==> config.mk <==
export PLATFORM = sky130hd
export DESIGN_NAME = fetch_unit
export DESIGN_NICKNAME = d
export VERILOG_FILES = /design/src/rtl/fetch_unit.sv
export SDC_FILE = /design/constraint.sdc
export NUM_CORES = 1
export LEC_CHECK = 0
export CORE_MARGIN = 5
export CORE_UTILIZATION = 42
export DETAILED_ROUTE_END_ITERATION = 8
export PLACE_DENSITY = 0.79
export RECOVER_POWER = 25
export SYNTH_ARGS = -nofsm -noshare
export SYNTH_HDL_FRONTEND = slang
export SYNTH_SLANG_ARGS = --single-unit
==> constraint.sdc <==
create_clock -name clk -period 2.57 [get_ports clk]
set_input_delay 0.257 -clock clk [delete_from_list [all_inputs] [get_ports clk]]
set_output_delay 0.257 -clock clk [all_outputs]
set_load 0.05 [all_outputs]
==> src/rtl/fetch_unit.sv <==
// Instruction-fetch / PC-update stage: fetches one word per instruction over a
// req/rvalid handshake, holds it for decode during EXEC, then commits the next PC.
module fetch_unit #(
    parameter int              XLEN          = 32,
    parameter logic [XLEN-1:0] RESET_PC      = {XLEN{1'b0}},
    parameter int              FETCH_TIMEOUT = 16
) (
    input  logic            clk,
    input  logic            rst_n,
    input  logic            pc_write,
    input  logic [1:0]      pc_sel,
    input  logic [XLEN-1:0] imm,
    input  logic            alu_zero,
    input  logic            stall,
    output logic            imem_req,
    output logic [XLEN-1:0] imem_addr,
    input  logic [31:0]     imem_rdata,
    input  logic            imem_rvalid,
    output logic [31:0]     instr_o,
    output logic            instr_valid,
    output logic [XLEN-1:0] pc_o,
    output logic [XLEN-1:0] pc_plus4_o,
    output logic            misaligned_err,
    output logic            fetch_err
);

    localparam logic [1:0] S_IDLE  = 2'd0;
    localparam logic [1:0] S_FETCH = 2'd1;
    localparam logic [1:0] S_EXEC  = 2'd2;
    localparam logic [1:0] S_TRAP  = 2'd3;

    localparam logic [1:0] PC_4      = 2'b00;
    localparam logic [1:0] PC_BRANCH = 2'b01;
    localparam logic [1:0] PC_JAL    = 2'b10;

    localparam logic [31:0]     NOP_INSTR = 32'h0000_0013;
    localparam logic [XLEN-1:0] PC_STEP   = XLEN'(3'd4);

    localparam int                CNT_W    = $clog2(FETCH_TIMEOUT + 1);
    localparam logic [CNT_W-1:0]  CNT_LAST = CNT_W'(FETCH_TIMEOUT - 1);
    localparam logic [CNT_W-1:0]  CNT_ZERO = {CNT_W{1'b0}};
    localparam logic [CNT_W-1:0]  CNT_ONE  = CNT_W'(1'b1);

    logic [1:0]       state_r;
    logic [1:0]       state_s;
    logic [CNT_W-1:0] cnt_r;
    logic [CNT_W-1:0] cnt_s;
    logic [XLEN-1:0]  pc_s;
    logic [31:0]      instr_s;
    logic             fetch_err_s;
    logic             misaligned_err_s;

    logic [XLEN-1:0]  pc_plus4_s;
    logic [XLEN-1:0]  pc_target_s;
    logic [XLEN-1:0]  pc_next_s;
    logic             pc_hold_s;
    logic             pc_misaligned_s;

    assign pc_plus4_s  = pc_o + PC_STEP;
    assign pc_target_s = pc_o + imm;
    assign pc_plus4_o  = pc_plus4_s;
    assign imem_addr   = pc_o;

    // Next-PC selection from decode controls; a held PC is always aligned.
    always_comb begin
        pc_next_s       = pc_o;
        pc_hold_s       = 1'b0;
        pc_misaligned_s = 1'b0;
        case (pc_sel)
            PC_4:      pc_next_s = pc_plus4_s;
            PC_BRANCH: pc_next_s = alu_zero ? pc_target_s : pc_plus4_s;
            PC_JAL:    pc_next_s = pc_target_s;
            default:   pc_next_s = pc_o;
        endcase
        if (!pc_write || (pc_sel == 2'b11)) begin
            pc_hold_s = 1'b1;
        end else begin
            pc_hold_s = 1'b0;
        end
        if (!pc_hold_s && (pc_next_s[1:0] != 2'b00)) begin
            pc_misaligned_s = 1'b1;
        end else begin
            pc_misaligned_s = 1'b0;
        end
    end

    // FSM next-state, timeout counter and architectural state updates.
    always_comb begin
        state_s          = state_r;
        cnt_s            = cnt_r;
        pc_s             = pc_o;
        instr_s          = instr_o;
        fetch_err_s      = fetch_err;
        misaligned_err_s = misaligned_err;
        case (state_r)
            S_IDLE: begin
                state_s = S_FETCH;
                cnt_s   = CNT_ZERO;
            end
            S_FETCH: begin
                // A response on the final allowed cycle still completes the fetch.
                if (imem_rvalid) begin
                    instr_s = imem_rdata;
                    cnt_s   = CNT_ZERO;
                    state_s = S_EXEC;
                end else if (cnt_r >= CNT_LAST) begin
                    fetch_err_s = 1'b1;
                    state_s     = S_TRAP;
                end else begin
                    cnt_s = cnt_r + CNT_ONE;
                end
            end
            S_EXEC: begin
                if (stall) begin
                    state_s = S_EXEC;
                end else if (pc_hold_s) begin
                    state_s = S_FETCH;
                end else if (pc_misaligned_s) begin
                    misaligned_err_s = 1'b1;
                    state_s          = S_TRAP;
                end else begin
                    pc_s    = pc_next_s;
                    state_s = S_FETCH;
                end
            end
            S_TRAP: begin
                state_s = S_TRAP;
            end
            default: begin
                state_s = S_IDLE;
            end
        endcase
    end

    // State registers; handshake flags are registered decodes of the next state.
    always_ff @(posedge clk) begin
        if (!rst_n) begin
            state_r        <= S_IDLE;
            cnt_r          <= CNT_ZERO;
            pc_o           <= RESET_PC;
            instr_o        <= NOP_INSTR;
            instr_valid    <= 1'b0;
            imem_req       <= 1'b0;
            fetch_err      <= 1'b0;
            misaligned_err <= 1'b0;
        end else begin
            state_r        <= state_s;
            cnt_r          <= cnt_s;
            pc_o           <= pc_s;
            instr_o        <= instr_s;
            instr_valid    <= (state_s == S_EXEC);
            imem_req       <= (state_s == S_FETCH);
            fetch_err      <= fetch_err_s;
            misaligned_err <= misaligned_err_s;
        end
    end

endmodule

== Yosys cells after proc, flatten, opt, wreduce, memory -nomap -nowiden ==
Index checks and enable logic that the tools add are counted.

* Magnitude comparators: 1
* Bitwise logic cells: 4
* Equality and inequality tests: 9
* Mux-type cells: 13
* Add/subtract/negate cells: 3
* Reductions and logical operators: 15

{| class="wikitable"
|+ Operator list
! kind !! count
|-
| 32-bit one-hot mux with 3 select lines || 1
|-
| 32-bit by 3-bit adder with 32-bit output, second input constant || 1
|-
| 32-bit adder || 1
|-
| 32-bit two-way mux || 1
|-
| 2-bit == test, second input constant || 5
|-
| 2-bit two-way mux || 5
|-
| 5-bit two-way mux || 2
|-
| 5-bit one-hot mux with 2 select lines || 1
|-
| 2-bit one-hot mux with 4 select lines || 1
|-
| 4-bit AND reduction || 2
|-
| 2-bit by 1-bit == test with 1-bit output, second input constant || 3
|-
| 5-bit by 1-bit adder with 5-bit output, second input constant || 1
|-
| 5-bit by 4-bit greater-or-equal comparator with 1-bit output, second input constant || 1
|-
| 5-bit AND reduction || 1
|-
| 2-bit zero test || 2
|-
| 1-bit inverter || 4
|-
| 2-bit AND reduction || 2
|-
| 2-bit nonzero test || 2
|-
| 3-bit != test, second input constant || 1
|-
| 3-bit AND reduction || 1
|-
| 3-bit nonzero test || 1
|-
| 1-bit zero test || 2
|-
| 1-bit two-way mux || 2
|-
| 1-bit logical AND || 1
|-
| 1-bit logical OR || 1
|}

* Word-level logic and storage cells: 54
* Output and inout port bits: 132
* Register bits: 75

== Logic depth before layout (Yosys ltp) ==
* Depth after elaboration: 11
* Depth in mapped cells: 12
* Depth with buffers taken out: 12

== Worst setup path before layout ==
Ideal clock, no wire load.

* Path type: register -> register
* Start point: register pc_o[4] (netlist: imem_addr[4])
* End point: register pc_o[13] (netlist: imem_addr[13])
* Stages on the path, launching flop included: 9
* Setup slack: -0.623 ns
* Setup time: 0.081 ns
* Period minus slack after synthesis: 3.193 ns
* Required time: 2.489 ns
* Arrival time: 3.112 ns
* Cells stage by stage: dfxtp_1 > and3_1 > nand3_1 > clkbuf_1 > nor3_1 > nand2_1 > xnor2_1 > a221oi_1 > nor3b_1

* Word-level cells in the longest chain between the ends: 3
* Elaborated cells on any way between the ends: 4
* Classes of those cells: add/sub: 2; mux: 2

{| class="wikitable"
|+ Ends and longest elaborated chain
! item !! line !! RTL
|-
| start, declared || 21 || <nowiki>output logic [XLEN-1:0] pc_o,</nowiki>
|-
| start signal, assigned || 149 || <nowiki>pc_o <= pc_s;</nowiki>
|-
| 32-bit by 3-bit adder with 32-bit output * || 59 || <nowiki>assign pc_plus4_s = pc_o + PC_STEP;</nowiki>
|-
| named net pc_plus4_o[13] || 22 || <nowiki>output logic [XLEN-1:0] pc_plus4_o,</nowiki>
|-
| 32-bit two-way mux || 71 || <nowiki>PC_BRANCH: pc_next_s = alu_zero ? pc_target_s : pc_plus4_s;</nowiki>
|-
| 32-bit one-hot mux with 3 select lines * || 69 || <nowiki>case (pc_sel)</nowiki>
|}

Mark *: on every way through the listed nets, which the timed path passes. The rest lies on a longest branch.
A chain may end at the register's enable or synchronous reset.

== Worst setup path in the final report ==
* Start point: register pc_o[0] (netlist: imem_addr[0])
* End point: register pc_o[20] (netlist: imem_addr[20])

* Word-level cells in the longest chain between the ends: 8
* Elaborated cells on any way between the ends: 9
* Classes of those cells: add/sub: 2; mux: 3; bitwise: 1; reduce/logical: 3

{| class="wikitable"
|+ Ends and longest elaborated chain
! item !! line !! RTL
|-
| 32-bit by 3-bit adder with 32-bit output or 32-bit adder (tied branches) || 59, 60 ||
|-
| 32-bit two-way mux || 71 ||
|-
| 32-bit one-hot mux with 3 select lines * || 69 ||
|-
| 2-bit nonzero test || 80 || <nowiki>if (!pc_hold_s && (pc_next_s[1:0] != 2'b00)) begin</nowiki>
|-
| 1-bit logical AND || 80 ||
|-
| 1-bit two-way mux || 80 ||
|-
| 1-bit inverter (no line) || - ||
|-
| 5-bit AND reduction (no line) || - ||
|}

Mark *: on every way between the ends. The rest lies on a longest branch, timed or not.

==> key figures <==
Synth
  – Top-count cell post-synth: nand2_1
  – Asr flop ratio synth: 0%
  – Register area share after synthesis: 26.45%
  – Primary FF master, synth: dfxtp_1
  – Post-Syn Area: 5677 um^2
  – Number of synthesized flops with an enable pin: 0
  – Gate Count Post-Synth: 743
  – Ys Warns: 0
  – Post-Synthesis Mean Instance Area: 7.640 um^2
  – Dominant cells by area after synthesis: dfxtp_1, nand2_1, ha_1
  – Distinct cell type count after synthesis: 72
  – Largest area contributor in the synthesized netlist: dfxtp_1
  – Synth Net Count: 851
  – Post-synth top area share: 26.45%
  – Post-synth top cells: nand2_1, dfxtp_1, a21oi_1
  – Synth Register Bits: 75

Detailed routing
  – First-pass iteration count of the detailed router: 5
  – # DRC: 0
  – Antenna-violating nets left: 0
  – Routed len/inst: 17.56 um
  – Final WL: around 21000 um
  – Vias/cell: 5.495
  – DR iter-0 viols: ~500
  – Via count: 6490

Setup path
  – Worst stage delay on the critical path: 0.37 ns
  – Worst endpoint required time: around 2.9 ns
  – Most used cell, CP: o21a_1
  – Critical path launch point type: register
  – CP max FO: 3
  – CP Cell Sequence: ha_4 > inv_4 > fa_2 > nor2b_4 > o31a_4 > o311ai_4 > a31oi_2 > o21a_1 > o21a_1 > o21ai_1 > or3b_1 > a21oi_2
  – CP Class: reg2reg
  – Critical Path AT: 2.99 ns
  – Crit. End Element: register
  – Worst path slowest cell: or3b_1

Power and ir drop
  – Leak pwr: between 3 and 4 nW
  – PwrDens: 347.0 nW/um^2
  – VDD IR max: between 0.0003 and 0.0004 V

Global route
  – Grt ovf: 0
  – GR Util All Layers: 24.19%
  – Initial antenna violation count: 0
  – Vias in the first global route: 6252
  – Global-route wire length before repair: around 32000 um
  – Largest net degree at the start of global routing: 52

Placed design
  – Area post-placement: between 8000 and 9000 um^2
  – Final GP Congestion: around 1
  – Half-perimeter wire length after placement: 14800 um
  – Port-buffer cells: 203

Die
  – # IOs: just over 200
  – CORE AREA: 13240 um^2
  – Die width: 126.3 um
  – Initial core utilization: 42.87%
  – Die height: 126.3 um
  – # rows: 42
  – Die ar.: 15940 um^2

STA
  – Final period util: 105.4%
  – Final setup margin: -0.1400 ns
  – Least-Margin Pin Slew: 1.114 ns
  – Fin. max-slew vios: 0
  – Final Hold Viols: 0
  – Minimum clock period: 2.710 ns
  – Unrepaired setup endpoints after global routing: yes
  – Final setup fails: 10
  – Max Freq: between 0.3 and 0.4 GHz
  – Slew headroom: 25.71%
  – Setup TNS: -0.7198 ns
  – Clk_skew: around 0.010 ns

Clocking
  – TritonCTS Buffers: 9
  – Clock Latency Late Sink: 0.34 ns
  – Clock buffer depth: 2
  – TritonCTS clock tree: done
  – Hold Buf Count CTS: 0
  – CTS root buf: clkbuf_16
  – CTS H-Tree Depth: 3
  – Clock slew at reported path FFs: 0.06 ns
  – Clock Sink Count: 75

Final layout
  – Final net count: about 1.1k
  – Ant. Diodes: 0
  – Fraction of layout cells with a size suffix above 1: 25.57%
  – Fin area: 9518 um^2
  – P&R area growth vs syn: 67.67%

Hold path
  – Hold Crit Class: in2reg

Flow run
  – Maxcap violations: 0

Run status
  – Failing checks: setup timing
  – Status: finished, violations left
power breakdown:
part / internal (mW) / switching (mW) / leakage, nW
clock: 0.809 / 0.525 / 0.150
combinational: 0.332 / 0.419 / 3.10
sequential: 1.19 / 0.0248 / 0.622
total: 2.33 / 0.969 / 3.87
cell families after synthesis:
group | Yosys count | share of synthesized area (%)
mux | 3 | 0.5290
fa+ha+maj | 36 | 8.067
simple gates | 265 | 22.13
flops | 75 | 26.45
xor+xnor | 51 | 7.869
buf+inv | 88 | 8.155
compound gates | 225 | 26.80
metrics by stage:
| step | setup slack [ns] | hold WS, ns | instances | total power, mW | util (%) |
|---|---|---|---|---|---|
| 2_1_floorplan | -0.02464 | 0.3813 | 743 | 1.635 | - |
| 3_3_place_gp | -0.4938 | 0.4493 | 1155 | 1.955 | 66.40 |
| 3_5_place_dp | -0.5421 | 0.4555 | 1155 | 1.966 | 66.40 |
| 4_1_cts | -0.1378 | 0.3715 | 1172 | 3.300 | 69.66 |
| 5_1_grt | -0.2167 | 0.3920 | 1181 | 3.429 | 71.87 |
| 6_report | -0.1400 | 0.3957 | 1181 | 3.303 | 71.87 |
layout by cell type (no fill, tap or decap), types with 5 or more instances in the layout:
cell type,netlist,final
nand4_1,9,9
a31oi_1,9,5
dlygate4sd3_1,0,12
xnor2_1,34,21
and3_1,10,9
and2_1,8,7
xor2_2,0,5
nor2_1,47,41
o21bai_1,5,5
ha_1,35,29
buf_4,34,108
xnor2_4,0,6
a21oi_1,54,47
dfxtp_1,75,52
a21o_1,12,12
nand3_1,17,15
nand2b_1,6,6
o21a_1,10,10
dfxtp_2,0,17
a21oi_2,1,8
buf_12,0,26
nor3_1,12,10
nand2_1,119,115
dfxtp_4,0,6
a21boi_0,33,33
o21ai_1,5,9
ha_4,0,6
a221oi_1,13,11
xor2_1,17,11
nor2_2,1,6
clkbuf_16,0,10
xnor2_2,0,7
inv_1,19,17
o21ai_0,46,39
clkdlybuf4s50_1,0,160
nor2b_1,13,13
final timing paths:
| path | cells after the start | startpoint | to | slack, ns |
|---|---|---|---|---|
| setup / recovery | 12 | imem_addr[0] | imem_addr[20] | -0.14 |
| hold / removal | 2 | rst_n | imem_addr[2] | 0.40 |
| setup reg to reg | 12 | imem_addr[0] | imem_addr[20] | -0.14 |
| hold reg to reg | 2 | instr_o[28] | instr_o[28] | 0.46 |
critical path, delay by kind of cell, from the launching register on:
kind / cells / cell delay [ns]
compound gates: 7 / 1.44
fa+ha+maj: 2 / 0.39
buf+inv: 1 / 0.05
flops: 1 / 0.35
simple gates: 2 / 0.42
final cells by class:
class / instances / area [um^2]
clock buffer: 10 / 250.2
clock inverter: 5 / 60.06
fill: 1010 / 3725
inverter: 19 / 73.82
multi-input combinational: 580 / 4207
sequential: 75 / 1545
tap: 176 / 220.2
timing repair buffer: 316 / 3162
flip-flops by register name, indices dropped and copies added (netlist names):
name and flops:
cnt_r 5, fetch_err 1, imem_addr 32, imem_req 1
instr_o 32, instr_valid 1, misaligned_err 1, state_r 2
metal layers:
layer,global-route usage (%),up-vias,wire (um)
met5,0,-,0
met3,4.361,51,1342
met4,10.16,0,654
li1,-,3112,-
met2,40.19,272,10250
met1,30.88,3055,8498
timing repair:
action,4_1_cts,5_1_grt
endpoints found under the setup margin,28,38
resized for setup,26,49
setup buffers,2,9
cloned,0,0
pin swaps,19,29
Power figures use the tool's default switching activity.
